### src/rtl/csi2_line_reader.sv
// Ping-pong line-buffer reader: packs bank bytes LE into 32-bit words; optional LINE_CRC_EN adds line_crc.
// First word valid 4 cycles after rd_addr=0, one word per 4 cycles; holds rd_addr/pack when m_ready stalls a transfer.
module csi2_line_reader #(
    parameter int ADDR_W  = 16,
    parameter int MAX_LEN = 65
) (
    input  logic              clk,
    input  logic              reset,
    input  logic              line_done,
    input  logic              line_bank,
    input  logic [ADDR_W-1:0] line_len,
    output logic [ADDR_W-1:0] rd_addr,
    output logic              rd_bank,
    input  logic [7:0]        rd_data,
    output logic [31:0]       m_data,
    output logic [3:0]        m_keep,
    output logic              m_last,
    output logic              m_valid,
    input  logic              m_ready,
    output logic              busy,
`ifdef LINE_CRC_EN
    output logic [15:0]       line_crc,
`endif
    output logic              overflow
);

    typedef enum logic [1:0] {IDLE, READ, DRAIN} state_t;

    localparam logic [ADDR_W-1:0] MAX_LEN_A = ADDR_W'(MAX_LEN);

    state_t            state_q, state_d;
    logic [ADDR_W-1:0] len_q;
    logic [ADDR_W-1:0] pend_len;
    logic              pend_vld;
    logic              pend_bank;
    logic [ADDR_W-1:0] req_len;
    logic [ADDR_W-1:0] start_len;
    logic              start_bank;
    logic [31:0]       pack_q;
    logic [31:0]       word;
    logic [3:0]        keep;
    logic [1:0]        lane;
    logic              new_req, last_byte, need_xfer, stall, capture;
    logic              hs, last_hs, free, start, direct, store, drop;

    assign req_len    = (line_len > MAX_LEN_A) ? MAX_LEN_A : line_len;
    assign new_req    = line_done && (line_len != '0);
    assign lane       = rd_addr[1:0];
    assign last_byte  = (rd_addr == len_q - ADDR_W'(1));
    assign need_xfer  = (lane == 2'd3) || last_byte;
    assign stall      = need_xfer && m_valid && !m_ready;
    assign capture    = (state_q == READ) && !stall;
    assign hs         = m_valid && m_ready;
    assign last_hs    = hs && m_last && (state_q == DRAIN);

    // A new line may start from IDLE or directly at the m_last handshake, so busy never dips between queued lines.
    assign free       = (state_q == IDLE) || last_hs;
    assign start      = free && (pend_vld || new_req);
    assign direct     = free && !pend_vld && new_req;
    assign start_bank = pend_vld ? pend_bank : line_bank;
    assign start_len  = pend_vld ? pend_len : req_len;
    assign store      = new_req && !direct && (!pend_vld || start);
    assign drop       = new_req && !direct && pend_vld && !start;
    assign busy       = (state_q != IDLE);

    always_comb begin
        word = pack_q;
        word[{lane, 3'b000} +: 8] = rd_data;
        case (lane)
            2'd0:    keep = 4'h1;
            2'd1:    keep = 4'h3;
            2'd2:    keep = 4'h7;
            default: keep = 4'hF;
        endcase
    end

    always_comb begin
        state_d = state_q;
        unique case (state_q)
            IDLE:    if (start) state_d = READ;
            READ:    if (capture && last_byte) state_d = DRAIN;
            DRAIN:   if (last_hs) state_d = start ? READ : IDLE;
            default: state_d = IDLE;
        endcase
    end

    always_ff @(posedge clk) begin
        if (reset) begin
            state_q   <= IDLE;
            rd_addr   <= '0;
            rd_bank   <= 1'b0;
            len_q     <= '0;
            pack_q    <= '0;
            m_data    <= '0;
            m_keep    <= '0;
            m_last    <= 1'b0;
            m_valid   <= 1'b0;
            pend_vld  <= 1'b0;
            pend_bank <= 1'b0;
            pend_len  <= '0;
            overflow  <= 1'b0;
        end else begin
            state_q <= state_d;

            if (start) begin
                rd_addr <= '0;
                rd_bank <= start_bank;
                len_q   <= start_len;
                pack_q  <= '0;
            end else if (capture) begin
                rd_addr <= rd_addr + ADDR_W'(1);
                pack_q  <= need_xfer ? '0 : word;
            end

            // Load and handshake may coincide; the load wins so words stream back-to-back.
            if (capture && need_xfer) begin
                m_data  <= word;
                m_keep  <= keep;
                m_last  <= last_byte;
                m_valid <= 1'b1;
            end else if (hs) begin
                m_valid <= 1'b0;
                m_last  <= 1'b0;
            end

            pend_vld <= (pend_vld && !start) || store;
            if (store) begin
                pend_bank <= line_bank;
                pend_len  <= req_len;
            end
            if (drop) overflow <= 1'b1;
        end
    end

`ifdef LINE_CRC_EN
    logic [15:0] crc_q;

    function automatic logic [15:0] crc_byte(input logic [15:0] c, input logic [7:0] d);
        logic [15:0] r;
        r = c ^ {8'h00, d};
        for (int i = 0; i < 8; i++) r = r[0] ? ((r >> 1) ^ 16'h8408) : (r >> 1);
        return r;
    endfunction

    always_ff @(posedge clk) begin
        if (reset) begin
            crc_q    <= 16'hFFFF;
            line_crc <= 16'hFFFF;
        end else begin
            if (start)        crc_q <= 16'hFFFF;
            else if (capture) crc_q <= crc_byte(crc_q, rd_data);
            if (last_hs) line_crc <= crc_q;
        end
    end
`endif

endmodule

### config.mk
export PLATFORM = sky130hd
export DESIGN_NAME = csi2_line_reader
export DESIGN_NICKNAME = d
export VERILOG_FILES = /design/src/rtl/csi2_line_reader.sv
export SDC_FILE = /design/constraint.sdc
export NUM_CORES = 1
export LEC_CHECK = 0
export CORE_MARGIN = 1
export CORE_UTILIZATION = 55
export DETAILED_ROUTE_END_ITERATION = 6
export GPL_TIMING_DRIVEN = 0
export PLACE_DENSITY = 0.77
export SLEW_MARGIN = 5
export SYNTH_ARGS = -nofsm -noshare
export SYNTH_HDL_FRONTEND = slang
export SYNTH_SLANG_ARGS = --single-unit
### constraint.sdc
create_clock -name clk -period 3.38 [get_ports clk]
set_input_delay 0.507 -clock clk [delete_from_list [all_inputs] [get_ports clk]]
set_output_delay 0.507 -clock clk [all_outputs]
set_load 0.01 [all_outputs]
### After elaboration in Yosys (flattened, before gate mapping)

Cells that the tools add are included.

| operators by class | value |
|---|---|
| $add $sub $neg | 3 |
| order comparisons | 1 |
| eq/ne operators | 9 |
| shift-type cells | 2 |
| muxes and demuxes | 14 |
| reduce and logical (&&, ||, !) cells | 34 |

Operators with widths:

| operator | number |
|---|---|
| $bwmux 32 | 1 |
| $mux 16 | 2 |
| $mux 32 | 1 |
| $shift 8x7->32 const A | 1 |
| $shiftx 8x7->32 | 1 |
| $logic_and 1x1->1 | 17 |
| $add 16x1->16 const B | 1 |
| $eq 16x16->1 | 1 |
| $gt 16x7->1 const B | 1 |
| $reduce_bool 16->1 | 1 |
| $sub 16x1->16 const B | 1 |
| $pmux 4 s3 | 1 |
| $neg 5->7 | 1 |
| $eq 2x2->1 const B | 3 |
| $mux 2 | 3 |
| $pmux 2 s3 | 1 |
| $logic_not 1->1 | 5 |
| $logic_or 1x1->1 | 5 |
| $mux 1 | 5 |
| $eq 2x1->1 const B | 2 |
| $logic_not 2->1 | 2 |
| $ne 2x2->1 const B | 2 |
| $reduce_bool 2->1 | 2 |
| $reduce_and 3->1 | 1 |
| other kinds (2) | 2 |

| storage, ports and cells | value |
|---|---|
| flip-flop bits (word level) | 124 |
| bits of input ports | 29 |
| output and inout port bits | 57 |
| logic and storage cells | 76 |

### Logic depth before layout (Yosys ltp)

| depth | value |
|---|---|
| word-level depth | 10 |
| mapped depth | 12 |
| mapped depth without buffers | 10 |

### Least setup slack after synthesis

Ideal clock, no wire load.

| path | value |
|---|---|
| path kind | input port to flip-flop |
| start | input line_len[9] |
| end | register rd_addr[3] |
| setup time | 59 ps |
| arrival | 2,585 ps |
| required time | 3,321 ps |
| path slack | 735 ps |
| stages on the path | 8 |
| buffers on the path | 1 |
| cells stage by stage | nor4_1 nand3_1 o41a_1 o21ai_1 nand2b_1 clkbuf_1 or4_1 nand2_1 |

| on the way | value |
|---|---|
| word-level cells in the longest chain between the ends | 5 |

RTL lines:

| item | line | RTL |
|---|---|---|
| start: declaration | 11 | `input logic [ADDR_W-1:0] line_len,` |
| $reduce_bool 16->1 | 47 | `assign new_req = line_done && (line_len != '0);` |
| $logic_and 1x1->1 | 47 |  |
| $logic_or 1x1->1 | 58 | `assign start = free && (pend_vld \|\| new_req);` |
| $logic_and 1x1->1 | 58 |  |
| $reduce_or 2->1 (no line) | -- |  |
| end signal: assignment | 111 | `rd_addr <= rd_addr + ADDR_W'(1);` |
| end: declaration | 12 | `output logic [ADDR_W-1:0] rd_addr,` |

No other way between the ends.
A chain may end at the register's enable or synchronous reset.

### Worst setup path after layout

| path | value |
|---|---|
| start | register len_q[0] |
| end | register pack_q[6] |

| on the way | value |
|---|---|
| word-level cells in the longest chain between the ends | 7 |
| elaborated cells between the ends (all ways) | 8 |
| classes of those cells | 1 x add/sub; 1 x eq/ne; 1 x mux; 5 x reduce/logical |

RTL lines:

| item | line | RTL |
|---|---|---|
| start: declaration | 32 | `logic [ADDR_W-1:0] len_q;` |
| start signal: assignment | 108 | `len_q <= start_len;` |
| $sub 16x1->16 (*) | 49 | `assign last_byte = (rd_addr == len_q - ADDR_W'(1));` |
| $eq 16x16->1 (*) | 49 |  |
| $logic_or 1x1->1 (*) | 50 | `assign need_xfer = (lane == 2'd3) \|\| last_byte;` |
| $logic_and 1x1->1 (2 in a row) | 51 | `assign stall = need_xfer && m_valid && !m_ready;` |
| $logic_not 1->1 | 52 | `assign capture = (state_q == READ) && !stall;` |
| $logic_and 1x1->1 | 52 |  |
| end signal: assignment | 112 | `pack_q <= need_xfer ? '0 : word;` |
| end: declaration | 39 | `logic [31:0] pack_q;` |

Every way passes the cells marked *; elsewhere a longest branch is shown, timed or not.

==> metrics.csv <==
metric,value,unit
crit_required,3.84,ns
cts_repair_resize_count,0,
synthesis.yosys.warnings,0,
endpoint,pack_q[6],
clock_tree.root_cell,clkbuf_8,
drc_violations_left,0,
path_clk_slew,0.06,ns
fmaxAchievable,0.3255,GHz
clock_sink_count,124,
layout-area-overhead-vs-synth,26.29,%
cp_slowest_cell,dfxtp_1,
io-pin-count,86,
drt-vias-per-instance,5.822,
hold_path_depth,2,
num_antenna_cells,0,
initial_antenna_violation_count,0,
async_reset_ff_share,0,%
number_of_global_route_vias_before_repair,5438,
netlist_top_cells_area,"dfxtp_1 (42%), a21oi_1 (6.9%), nand3_1 (4.3%), a211oi_2 (4.2%), nand2_1 (4.2%)",
chipWidth,106.1,µm
ys_ff_latch,124,
cp_slowest_stage_delay,0.43,ns
path_max_fanout,10,
routed_wirelength,16000,µm
grt_usage,29.68,%
rsz0062_at_grt,no,
grt_remaining_overflow,0,
clock_tree.buffer_depth,2,
grt_pass1_wl,26200,µm
fin_skew,0.009190,ns
status,finished clean,
worstMarginPinSlew,0.9479,ns
synthDistinctLibCells,52,
num_rows,37,
synth_top_cell_by_area,dfxtp_1,
irDropWorstVdd,0.3510,mV
number_of_standard_cells_after_synthesis,702,
clock_insertion_delay_worst_skew,0.53,ns
synth.cell_area,0.005954,mm²
htreeDepth,4,
timing.setup.critical_path_class,flip-flop to flip-flop,
leakage_dissipation,2.590,nW
synth_flop_cell,dfxtp_1,
number_of_synthesized_flops_with_an_enable_pin,0,
hold_viol,0,
antenna_left,0,
die_height,106.1,µm
drt-wirelength-per-cell,16.77,µm
min-delay-path-class,flip-flop to flip-flop,
floorplan.die_area,0.01125,mm²
powerDensity,486.1,mW/mm²
worst-r2r-cell-count,12,
layout.filler_cells,798,
worst_setup_path_start_kind,flip-flop,
gpl.final_weighted_congestion,0.8298,
r2r-end,pack_q[6],
layout.nets,842,
timing.final.ws_setup,0.3078,ns
timing.final.crit_share,90.89,%
setup.reg_to_reg.worst_slack,0.31,ns
max_cap_violations,0,
cts_hold_buffers,0,
setup_viol,0,
start_util,57.17,%
path_cells,"inv_1, ha_1, nor2b_1, and4_1, a211oi_1, a211oi_1, o2111ai_2, and2_1, buf_2, buf_2, nand2_1, a21oi_1",
fin_worst_hold_slack,0.4612,ns
critical_path_capture_point_type,flip-flop,
post_cts.repair.setup_buffers,0,
numCtsBuffers,17,
final_util,72.19,%
timing.slew.headroom,36.32,%
finalSetupTns,0,ns
preCtsSetupSlack,-0.1670,ns
clock_tree_from_tritoncts,yes,
num_vias,5554,
detail_route.iter0.violations,375,
arrival,3.53,ns
port-buffer-count,84,
layout-drive-gt1-share,12.10,%
mean_instance_size_in_the_synthesized_netlist,8.482,µm²
hpwlAfterDp,11300,µm
syn_nets,739,
grt_start_max_net_pins,17,
timing.final.max_slew_violations,0,
yosysTopAreaCellShare,41.69,%
coreArea,0.01042,mm²
finalCriticalPeriod,3.072,ns
drt_first_pass_iters,5,
worstReg2RegStart,len_q[0],
crit_start,len_q[0],
synth_seq_area_share,41.69,%
## sequential cells by signal, indices dropped and copies added (netlist names), 2 cells and up
register,cells
len_q,16
m_data,32
m_keep,4
pack_q,32
pend_len,16
rd_addr,16
state_q,2
## placed cells by master, fill, tap and decap left out, types with 3 or more instances in the layout
| master | synthesis | routed |
|---|---|---|
| dfxtp_1 | 124 | 124 |
| clkdlybuf4s50_1 | 0 | 84 |
| a21oi_1 | 82 | 82 |
| nand2_1 | 66 | 66 |
| nor2_1 | 65 | 65 |
| nand3_1 | 51 | 51 |
| clkbuf_1 | 25 | 26 |
| nand2b_1 | 24 | 24 |
| nor2b_1 | 23 | 23 |
| o21ai_0 | 20 | 20 |
| nor2_2 | 20 | 20 |
| a211oi_2 | 20 | 20 |
| xor2_1 | 18 | 18 |
| inv_1 | 17 | 17 |
| mux2i_1 | 16 | 16 |
| clkbuf_16 | 0 | 16 |
| nor3_1 | 13 | 13 |
| and2_1 | 13 | 13 |
| xnor2_1 | 12 | 12 |
| ha_1 | 8 | 8 |
| a211oi_1 | 7 | 7 |
| nand4_1 | 6 | 6 |
| o21ai_1 | 6 | 6 |
| buf_2 | 5 | 5 |
| or3_1 | 5 | 5 |
| buf_6 | 4 | 4 |
| and4_1 | 4 | 4 |
| or4_1 | 4 | 4 |
| nor4_1 | 4 | 4 |
| o211ai_1 | 4 | 4 |
| clkinv_2 | 0 | 4 |
| nor4_4 | 3 | 3 |
| a32oi_1 | 3 | 3 |
| buf_12 | 3 | 3 |
| inv_6 | 0 | 3 |
| clkinvlp_4 | 0 | 3 |
## layout make-up
class,count,area [µm²],area share [%]
sequential,124,2482,33.01
clock buffer,19,431.7,5.740
multi-input combinational,519,3164,42.08
timing repair buffer,84,840.8,11.18
buffer,41,246.5,3.278
tap,136,170.2,2.263
inverter,18,67.56,0.8985
clock inverter,13,116.4,1.547
## how the worst min path moves through the flow
| stage | start | end |
|---|---|---|
| floorplan | pend_len[10] | pend_len[10] |
| global placement | pend_len[8] | pend_len[8] |
| detailed placement | pend_len[9] | pend_len[9] |
| CTS | pack_q[22] | pack_q[22] |
| global route | pend_len[9] | pend_len[9] |
| finish | pack_q[22] | pack_q[22] |
## metal layers
layer	vias up	wire, µm	GRT usage [%]
li1	2635	-	-
met1	2653	6955	38.82
met2	220	7503	47.34
met3	46	1053	5.150
met4	0	487	14.58
met5	-	0	0
## worst max-delay path: cells and delay by family, from the launching register on
family	cells	cell delay [ns]
adder cells (fa/ha/maj)	1	0.27
AO/OA/AOI/OAI	4	0.80
AND/OR/NAND/NOR	4	0.86
flip-flops	1	0.43
buffers and inverters	3	0.63
## stage by stage
step,power [mW],instance area [µm²],instances
2_1_floorplan,1.834,5954,702
3_3_place_gp,1.967,6965,922
3_5_place_dp,1.982,6965,922
4_1_cts,3.638,7513,954
5_1_grt,3.761,7520,954
6_report,3.655,7520,954
## where the power goes
part | switching (mW) | internal [mW]
logic | 0.288 | 0.165
clock network | 0.696 | 0.996
registers | 0.0263 | 1.48
## cell families after synthesis
family          count (synthesis)  share of synthesized area (%)
buf+inv                        59                          5.274
compound gates                151                          16.60
xor+xnor                       30                          4.413
flops                         124                          41.69
fa+ha+maj                       8                          1.681
mux                            16                          2.690
simple gates                  314                          27.65
## synthesized netlist by cell type (all sizes together), types with 4 or more instances
| cell type | n |
|---|---|
| and4 | 4 |
| nand2 | 66 |
| and2 | 13 |
| buf | 16 |
| mux2i | 16 |
| nand3 | 51 |
| nor3 | 14 |
| ha | 8 |
| clkbuf | 25 |
| inv | 17 |
| nand4 | 6 |
| nor4 | 7 |
| dfxtp | 124 |
| nand2b | 25 |
| or3 | 5 |
| nor2b | 23 |
| nor2 | 85 |
| xor2 | 18 |
| o21ai | 26 |
| xnor2 | 12 |
| a21oi | 84 |
| o211ai | 4 |
| a211oi | 27 |
| or4 | 5 |
(Power assumes the default switching activity.)
